<file path="config.mk">
export PLATFORM = sky130hd
export DESIGN_NAME = mem_queue_stage_flat
export DESIGN_NICKNAME = d
export VERILOG_FILES = /design/src/rtl/std_mem_intf.sv /design/src/rtl/mem_queue_ctrl.sv /design/src/rtl/mem_queue_stage.sv /design/src/flat_wrapper.sv
export VERILOG_INCLUDE_DIRS = /design/src /design/src/rtl
export SDC_FILE = /design/constraint.sdc
export NUM_CORES = 1
export LEC_CHECK = 0
export ABC_AREA = 1
export CAP_MARGIN = 5
export CORE_UTILIZATION = 54
export DETAILED_ROUTE_END_ITERATION = 6
export PLACE_DENSITY = 0.87
export SKIP_LAST_GASP = 1
export SLEW_MARGIN = 40
export SYNTH_ARGS = -nofsm -noshare
export SYNTH_HDL_FRONTEND = slang
export SYNTH_SLANG_ARGS = --single-unit
export TNS_END_PERCENT = 1
</file>
<file path="constraint.sdc">
create_clock -name clk -period 4.61 [get_ports clk]
set_input_delay 0.922 -clock clk [delete_from_list [all_inputs] [get_ports clk]]
set_output_delay 0.922 -clock clk [all_outputs]
set_load 0.05 [all_outputs]
</file>
<file path="src/rtl/mem_pkg.sv">
// mem_pkg: shared definitions for the memory request queue family.
//   mem_queue_mode_t      - output timing of a queue stage (registered / fall-through)
//   MEM_QUEUE_DEPTH_MIN/MAX - legal depth range for queue stages
//   mem_ptr_width()       - pointer width for a circular array of a given depth
//   `MEM_PARAM_RANGE_CHECK - elaboration-time parameter range check, usable in
//                           any module scope that includes this file first
`ifndef MEM_PKG_SV
`define MEM_PKG_SV

// Expands to a generate-if that stops elaboration when VAL is outside LO..HI.
`define MEM_PARAM_RANGE_CHECK(LABEL, VAL, LO, HI) \
  if (((VAL) < (LO)) || ((VAL) > (HI))) begin : LABEL \
    $error("mem parameter out of range"); \
  end

package mem_pkg;

  typedef enum logic {
    MEM_QUEUE_REGISTERED   = 1'b0,
    MEM_QUEUE_FALL_THROUGH = 1'b1
  } mem_queue_mode_t;

  localparam int MEM_QUEUE_DEPTH_MIN = 2;
  localparam int MEM_QUEUE_DEPTH_MAX = 256;

  // Pointer width for DEPTH entries; at least one bit so a depth of 1 still
  // yields a legal vector.
  function automatic int mem_ptr_width(input int depth);
    return (depth <= 1) ? 1 : $clog2(depth);
  endfunction

endpackage

`endif

</file>
<file path="src/rtl/std_mem_intf.sv">
// std_mem_intf: valid/ready memory request channel.
//   valid/ready   - handshake, transfer when both are high on a rising clock edge
//   read_enable   - read request flag
//   write_enable  - write (byte) enables, WE_W bits
//   addr/data/id  - request address, write data and transaction tag
// Modport "in" is the receiving side, modport "out" the sending side.
interface std_mem_intf #(
  parameter int ADDR_W = 32,
  parameter int DATA_W = 32,
  parameter int ID_W   = 4,
  parameter int WE_W   = 4
);

  logic              valid;
  logic              ready;
  logic              read_enable;
  logic [WE_W-1:0]   write_enable;
  logic [ADDR_W-1:0] addr;
  logic [DATA_W-1:0] data;
  logic [ID_W-1:0]   id;

  modport in (
    input  valid, read_enable, write_enable, addr, data, id,
    output ready
  );

  modport out (
    output valid, read_enable, write_enable, addr, data, id,
    input  ready
  );

endinterface

</file>
<file path="src/rtl/mem_queue_ctrl.sv">
// mem_queue_ctrl: occupancy bookkeeping for a circular queue of DEPTH entries.
// Holds no payload, so request and response queues can share it.
//   clk, rst      - clock, asynchronous active-low reset
//   flush         - synchronous clear of pointers, count and almost_full
//   push, pop     - one entry written / one entry consumed this cycle
//   rd_ptr/wr_ptr - head and tail slot indices (wrap DEPTH-1 -> 0)
//   count         - stored entries, 0..DEPTH
//   almost_full   - registered (count >= ALMOST_FULL)
//   empty, full   - decoded from count
`include "mem_pkg.sv"

module mem_queue_ctrl
  import mem_pkg::*;
#(
  parameter  int DEPTH       = 4,
  parameter  int ALMOST_FULL = DEPTH - 1,
  localparam int CW          = $clog2(DEPTH + 1),
  localparam int PW          = mem_ptr_width(DEPTH)
) (
  input  logic          clk,
  input  logic          rst,
  input  logic          flush,
  input  logic          push,
  input  logic          pop,
  output logic [PW-1:0] rd_ptr,
  output logic [PW-1:0] wr_ptr,
  output logic [CW-1:0] count,
  output logic          almost_full,
  output logic          empty,
  output logic          full
);

  `MEM_PARAM_RANGE_CHECK(g_chk_depth, DEPTH, MEM_QUEUE_DEPTH_MIN, MEM_QUEUE_DEPTH_MAX)
  `MEM_PARAM_RANGE_CHECK(g_chk_af, ALMOST_FULL, 1, DEPTH)

  localparam logic [PW-1:0] PTR_LAST = PW'(DEPTH - 1);
  localparam logic [CW-1:0] DEPTH_C  = CW'(DEPTH);
  localparam logic [CW-1:0] AF_C     = CW'(ALMOST_FULL);

  logic [PW-1:0] rd_ptr_q, rd_ptr_d;
  logic [PW-1:0] wr_ptr_q, wr_ptr_d;
  logic [CW-1:0] count_q, count_d;
  logic          af_q, af_d;

  // Explicit wrap compare: DEPTH need not be a power of two.
  function automatic logic [PW-1:0] ptr_inc(input logic [PW-1:0] p);
    return (p == PTR_LAST) ? '0 : p + PW'(1);
  endfunction

  always_comb begin
    rd_ptr_d = rd_ptr_q;
    wr_ptr_d = wr_ptr_q;
    count_d  = count_q;
    if (flush) begin
      rd_ptr_d = '0;
      wr_ptr_d = '0;
      count_d  = '0;
    end else begin
      if (push) wr_ptr_d = ptr_inc(wr_ptr_q);
      if (pop)  rd_ptr_d = ptr_inc(rd_ptr_q);
      count_d = count_q + CW'(push) - CW'(pop);
    end
    // Registered flag tracks the count it will be paired with next cycle.
    af_d = (count_d >= AF_C);
  end

  always_ff @(posedge clk or negedge rst) begin
    if (!rst) begin
      rd_ptr_q <= '0;
      wr_ptr_q <= '0;
      count_q  <= '0;
      af_q     <= 1'b0;
    end else begin
      rd_ptr_q <= rd_ptr_d;
      wr_ptr_q <= wr_ptr_d;
      count_q  <= count_d;
      af_q     <= af_d;
    end
  end

  assign rd_ptr      = rd_ptr_q;
  assign wr_ptr      = wr_ptr_q;
  assign count       = count_q;
  assign almost_full = af_q;
  assign empty       = (count_q == '0);
  assign full        = (count_q == DEPTH_C);

  a_no_overflow : assert property (@(posedge clk) disable iff (!rst)
    !(push && !pop && !flush && (count_q == DEPTH_C)));

  a_no_underflow : assert property (@(posedge clk) disable iff (!rst)
    !(pop && !push && !flush && (count_q == '0)));

endmodule

</file>
<file path="src/rtl/mem_queue_stage.sv">
// mem_queue_stage: FIFO of up to DEPTH memory requests between two
// std_mem_intf channels, absorbing back-pressure from the memory side.
//   clk, rst     - clock, asynchronous active-low reset (queued requests lost)
//   flush        - synchronous discard of all entries; blocks both handshakes
//   mem_in       - request input (receiving side)
//   mem_out      - request output (sending side), same field widths as mem_in
//   count        - stored entries, 0..DEPTH
//   almost_full  - registered (count >= ALMOST_FULL)
// MODE selects registered output (1-cycle minimum latency) or fall-through,
// where an empty queue presents mem_in directly on mem_out.
`include "mem_pkg.sv"

module mem_queue_stage
  import mem_pkg::*;
#(
  parameter int              DEPTH       = 4,
  parameter mem_queue_mode_t MODE        = MEM_QUEUE_REGISTERED,
  parameter int              ALMOST_FULL = DEPTH - 1
) (
  input  logic                         clk,
  input  logic                         rst,
  input  logic                         flush,
  std_mem_intf.in                      mem_in,
  std_mem_intf.out                     mem_out,
  output logic [$clog2(DEPTH+1)-1:0]   count,
  output logic                         almost_full
);

  localparam int CW = $clog2(DEPTH + 1);
  localparam int PW = mem_ptr_width(DEPTH);
  localparam int AW = $bits(mem_in.addr);
  localparam int DW = $bits(mem_in.data);
  localparam int IW = $bits(mem_in.id);
  localparam int WW = $bits(mem_in.write_enable);
  localparam bit FALL_THROUGH = (MODE == MEM_QUEUE_FALL_THROUGH);

  `MEM_PARAM_RANGE_CHECK(g_chk_depth, DEPTH, MEM_QUEUE_DEPTH_MIN, MEM_QUEUE_DEPTH_MAX)
  `MEM_PARAM_RANGE_CHECK(g_chk_af, ALMOST_FULL, 1, DEPTH)

  if ((AW != $bits(mem_out.addr)) || (DW != $bits(mem_out.data)) ||
      (IW != $bits(mem_out.id))   || (WW != $bits(mem_out.write_enable))) begin : g_chk_width
    $error("mem_queue_stage: mem_in and mem_out field widths differ");
  end

  typedef struct packed {
    logic          read_enable;
    logic [WW-1:0] write_enable;
    logic [AW-1:0] addr;
    logic [DW-1:0] data;
    logic [IW-1:0] id;
  } mem_t;

  mem_t          storage_q [DEPTH];
  mem_t          in_req;
  mem_t          head_req;
  mem_t          out_req;

  logic [PW-1:0] rd_ptr;
  logic [PW-1:0] wr_ptr;
  logic [CW-1:0] count_int;
  logic          empty;
  logic          full;

  logic          in_ready;
  logic          out_valid;
  logic          bypass;
  logic          push;
  logic          push_stored;
  logic          pop;
  logic          pass_through;

  assign in_req   = {mem_in.read_enable, mem_in.write_enable, mem_in.addr,
                     mem_in.data, mem_in.id};
  assign head_req = storage_q[rd_ptr];

  always_comb begin
    // Ready depends only on local state, never on mem_out.ready, so no
    // combinational ready path crosses the stage. A slot freed by a pop
    // while full is only offered on the following cycle.
    in_ready     = !full && !flush;
    push         = mem_in.valid && in_ready;
    // Fall-through only when empty; otherwise the head must be served first.
    bypass       = FALL_THROUGH && empty && mem_in.valid;
    // rst gates valid so an asynchronous reset drops it immediately even
    // while a fall-through request is being presented.
    out_valid    = rst && !flush && (!empty || bypass);
    out_req      = bypass ? in_req : head_req;
    pop          = out_valid && mem_out.ready && !empty;
    pass_through = bypass && push && mem_out.ready;
    push_stored  = push && !pass_through;
  end

  // Payload storage carries no reset; entries are only read when counted.
  always_ff @(posedge clk) begin
    if (push_stored) storage_q[wr_ptr] <= in_req;
  end

  mem_queue_ctrl #(
    .DEPTH       (DEPTH),
    .ALMOST_FULL (ALMOST_FULL)
  ) u_ctrl (
    .clk         (clk),
    .rst         (rst),
    .flush       (flush),
    .push        (push_stored),
    .pop         (pop),
    .rd_ptr      (rd_ptr),
    .wr_ptr      (wr_ptr),
    .count       (count_int),
    .almost_full (almost_full),
    .empty       (empty),
    .full        (full)
  );

  assign mem_in.ready         = in_ready;
  assign mem_out.valid        = out_valid;
  assign mem_out.read_enable  = out_req.read_enable;
  assign mem_out.write_enable = out_req.write_enable;
  assign mem_out.addr         = out_req.addr;
  assign mem_out.data         = out_req.data;
  assign mem_out.id           = out_req.id;
  assign count                = count_int;

endmodule

</file>
<file path="src/flat_wrapper.sv">
// flat-port wrapper written by rule: the top's interface ports become plain ports
module mem_queue_stage_flat import mem_pkg::*;
#(
  parameter int              DEPTH       = 4,
  parameter mem_queue_mode_t MODE        = MEM_QUEUE_REGISTERED,
  parameter int              ALMOST_FULL = DEPTH - 1
)
  (clk, rst, flush, count, almost_full, mem_in_valid, mem_in_read_enable, mem_in_write_enable, mem_in_addr, mem_in_data, mem_in_id, mem_in_ready, mem_out_valid, mem_out_read_enable, mem_out_write_enable, mem_out_addr, mem_out_data, mem_out_id, mem_out_ready);
  std_mem_intf #(.ADDR_W(16), .DATA_W(32), .ID_W(4), .WE_W(4)) mem_in_i ();
  std_mem_intf #(.ADDR_W(16), .DATA_W(32), .ID_W(4), .WE_W(4)) mem_out_i ();
  input  logic clk;
  input  logic rst;
  input  logic flush;
  output logic [$clog2(DEPTH+1)-1:0] count;
  output logic almost_full;
  input wire logic [$bits(mem_in_i.valid)-1:0] mem_in_valid;
  input wire logic [$bits(mem_in_i.read_enable)-1:0] mem_in_read_enable;
  input wire logic [$bits(mem_in_i.write_enable)-1:0] mem_in_write_enable;
  input wire logic [$bits(mem_in_i.addr)-1:0] mem_in_addr;
  input wire logic [$bits(mem_in_i.data)-1:0] mem_in_data;
  input wire logic [$bits(mem_in_i.id)-1:0] mem_in_id;
  output wire logic [$bits(mem_in_i.ready)-1:0] mem_in_ready;
  output wire logic [$bits(mem_out_i.valid)-1:0] mem_out_valid;
  output wire logic [$bits(mem_out_i.read_enable)-1:0] mem_out_read_enable;
  output wire logic [$bits(mem_out_i.write_enable)-1:0] mem_out_write_enable;
  output wire logic [$bits(mem_out_i.addr)-1:0] mem_out_addr;
  output wire logic [$bits(mem_out_i.data)-1:0] mem_out_data;
  output wire logic [$bits(mem_out_i.id)-1:0] mem_out_id;
  input wire logic [$bits(mem_out_i.ready)-1:0] mem_out_ready;
  assign mem_in_i.valid = mem_in_valid;
  assign mem_in_i.read_enable = mem_in_read_enable;
  assign mem_in_i.write_enable = mem_in_write_enable;
  assign mem_in_i.addr = mem_in_addr;
  assign mem_in_i.data = mem_in_data;
  assign mem_in_i.id = mem_in_id;
  assign mem_in_ready = mem_in_i.ready;
  assign mem_out_valid = mem_out_i.valid;
  assign mem_out_read_enable = mem_out_i.read_enable;
  assign mem_out_write_enable = mem_out_i.write_enable;
  assign mem_out_addr = mem_out_i.addr;
  assign mem_out_data = mem_out_i.data;
  assign mem_out_id = mem_out_i.id;
  assign mem_out_i.ready = mem_out_ready;
  mem_queue_stage #(.DEPTH(DEPTH), .MODE(MODE), .ALMOST_FULL(ALMOST_FULL)) u_core (.clk(clk), .rst(rst), .flush(flush), .mem_in(mem_in_i), .mem_out(mem_out_i), .count(count), .almost_full(almost_full));
endmodule
</file>
==> impl_metrics.ini <==
[floorplanning]
die_area_um2 = 17200
io_pins = 125
dieWidth_um = 131
dieHeight_um = 131
start_util = 0.560
core_area_um2 = 16100
placementRows = 46

[cells_and_area]
mostFrequentLayoutCell = edfxtp_1
postLayoutCoreUtil = 0.690
nets = 811
area_growth_pct = 23.2
antennaDiodeCount = 0
n_fill_cell = 1053
final_cell_mix = edfxtp_1, clkdlybuf4s50_1, nor2_1
layout-drive-gt1-share = 0.0608

[yosys]
seq_area_frac_synth = 0.783
synth_fp_nets = 690
yosys_warnings = 0
avgSynthCellArea_um2 = 14.5
syn-cell-area_um2 = 8990
synth_cell_types = 25
ys_ff_latch = 236
syn_inst = 621

[setup_path]
critical-path-top-delay-family = buffers and inverters
slowest_stage = clkdlybuf4s50_1
critPathRequiredTime_ns = 3.69
path_class = reg -> out
crit_path_start_kind = flip-flop
cp_max_fo = 67
crit_arrival_ns = 3.20
worst-path-buf-inv = 3
cp-end-kind = output pin
slowest_delay_ns = 0.87
cp_cell_sequence = inv_4, buf_12, o21ai_0, o22ai_1, clkdlybuf4s50_1

[place]
port_buffers = 124
hpwl_um = 10400
gp_congestion = 0.787

[drt]
final_antenna_net_count = 0
wire_per_inst_um = 19.1
drt-total-wl_um = 18600
drc = 0
viasPerCell = 5.65
drt_iter0_drc = 449
vias = 5493
drt_pass1_iterations = 4

[clock_tree]
h-tree-depth = 1
post_cts.resized_instances = 0
cts-root-buf = clkbuf_16
numCtsBuffers = 23
holdBufCountCts = 0
clk-insertion-delay-late_ns = 0.49
numClockSinks = 236
clk_pin_slew_ns = 0.06
cts_setup_buffers = 0
cts_tree = done
clk_path_buf_depth = 3

[power_and_ir_drop]
power_leakage_nw = 3.70
ir_worst_vdd_v = 0.000402
power.total_w = 0.00587
power.density_nw_per_um2 = 530

[global_routing]
grt_overflow = 0
grt_pass1_vias = 5525
grt_pass1_wl_um = 28300
antenna_found_initial = 1
grt_usage = 0.222
grt_max_degree = 85

[timing]
min_period_ns = 4.12
final_hold_viol_count = 0
fin_crit_sh = 0.894
clock.fmax_mhz = 243
setup_viol = 0
final.setup.tns_ns = 0
tightest_slew_ns = 0.750
relSlewSlack = 0.499
report.final.slew_viol_count = 0
rsz0062_at_grt = no
finClkSkew_ns = 0.0114

[worst_hold_path]
hold_path_class = reg -> reg

[run_status]
outcome = completed

[flow_run]
max-cap-violations = 0
registers in the layout, summed over array words and instances, names as in the netlist:
signal	cells
u_core.u_ctrl.count	3
u_core.u_ctrl.wr_ptr	2
u_core.u_ctrl.rd_ptr	2
u_core.storage_q	228
u_core.u_ctrl.almost_full	1
kinds of logic after synthesis:
kind of cell / Yosys count / synth area share
flip-flops: 236 / 0.783
AO/OA/AOI/OAI: 172 / 0.104
AND/OR/NAND/NOR: 151 / 0.0657
buffers and inverters: 54 / 0.0357
adder cells (fa/ha/maj): 7 / 0.0106
XOR/XNOR: 1 / 0.000974
routing by layer:
layer	global-route usage	routed length, um	up-vias
met4	0.0609	401	2
met2	0.396	9520	205
li1	-	-	2562
met3	0.0593	1430	42
met1	0.266	7220	2682
met5	0	12	-
synthesized netlist by cell type:
cell type	instances	area, um2
o21ai_1	14	70.1
or2_2	1	6.26
dfrtp_1	8	200
fa_1	1	20.0
nand2_1	14	52.6
xnor2_1	1	8.76
o21ai_0	100	500
inv_1	15	56.3
buf_2	13	65.1
clkbuf_2	5	25.0
nand3_1	8	40.0
buf_4	6	45.0
buf_6	8	90.1
inv_2	1	3.75
o22ai_1	57	357
ha_1	6	75.1
nand3_2	1	10.0
buf_8	1	15.0
clkbuf_1	4	15.0
nand4_1	1	6.26
and2_1	1	6.26
a21oi_1	1	5.00
edfxtp_1	228	6850
inv_4	1	6.26
nor2_1	125	469
where the power goes:
group | internal (W) | switching (W)
logic | 0.000499 | 0.00114
registers | 0.00249 | 0.0000545
clock network | 0.000970 | 0.000712
final cells by class:
class                           count  area, um2  share of cell area
Multi-Input combinational cell    331       1660               0.149
Clock inverter                     10       70.1             0.00632
Tap cell                          216        270              0.0244
Sequential cell                   236       7050               0.636
Clock buffer                       30        602              0.0543
Inverter                           17       68.8             0.00621
Timing Repair Buffer              133       1360               0.123
through the flow:
stage	instance area (um2)	instances	setup slack, ns	hold slack [ns]
after floorplan	8990	621	0.489	0.520
after global placement	10400	932	0.898	0.545
after detailed placement	10400	932	0.905	0.553
after CTS	11100	972	0.363	0.570
after global routing	11100	973	0.229	0.621
final	11100	973	0.487	0.574
worst paths after layout:
| check | startpoint | endpoint | slack, ns | cells past startpoint |
|---|---|---|---|---|
| min in group asynchronous | rst | u_core.u_ctrl.count[2]$_DFF_PN0_ | 0.73 | 1 |
| setup reg to reg | u_core.u_ctrl.count[1]$_DFF_PN0_ | u_core.u_ctrl.almost_full$_DFF_PN0_ | 2.25 | 11 |
| hold / removal | u_core.u_ctrl.wr_ptr[1]$_DFFE_PN0P_ | u_core.u_ctrl.wr_ptr[1]$_DFFE_PN0P_ | 0.57 | 2 |
| max in group asynchronous | rst | u_core.u_ctrl.rd_ptr[0]$_DFFE_PN0P_ | 3.56 | 1 |
| hold reg to reg | u_core.u_ctrl.wr_ptr[1]$_DFFE_PN0P_ | u_core.u_ctrl.wr_ptr[1]$_DFFE_PN0P_ | 0.57 | 2 |
| setup / recovery | u_core.u_ctrl.rd_ptr[0]$_DFFE_PN0P_ | mem_out_addr[9] | 0.49 | 5 |
worst reg2reg max path, cell delays in order, from the launching register on:
cell and delay [ns]:
dfrtp_1 0.44, nor2_1 0.21, nand2_1 0.12, nand3_2 0.24
ha_1 0.30, inv_1 0.06, ha_1 0.13, inv_1 0.05
fa_1 0.47, nor2_1 0.16, nand2_1 0.07, nand2_1 0.06
Power figures use the tool's default switching activity.
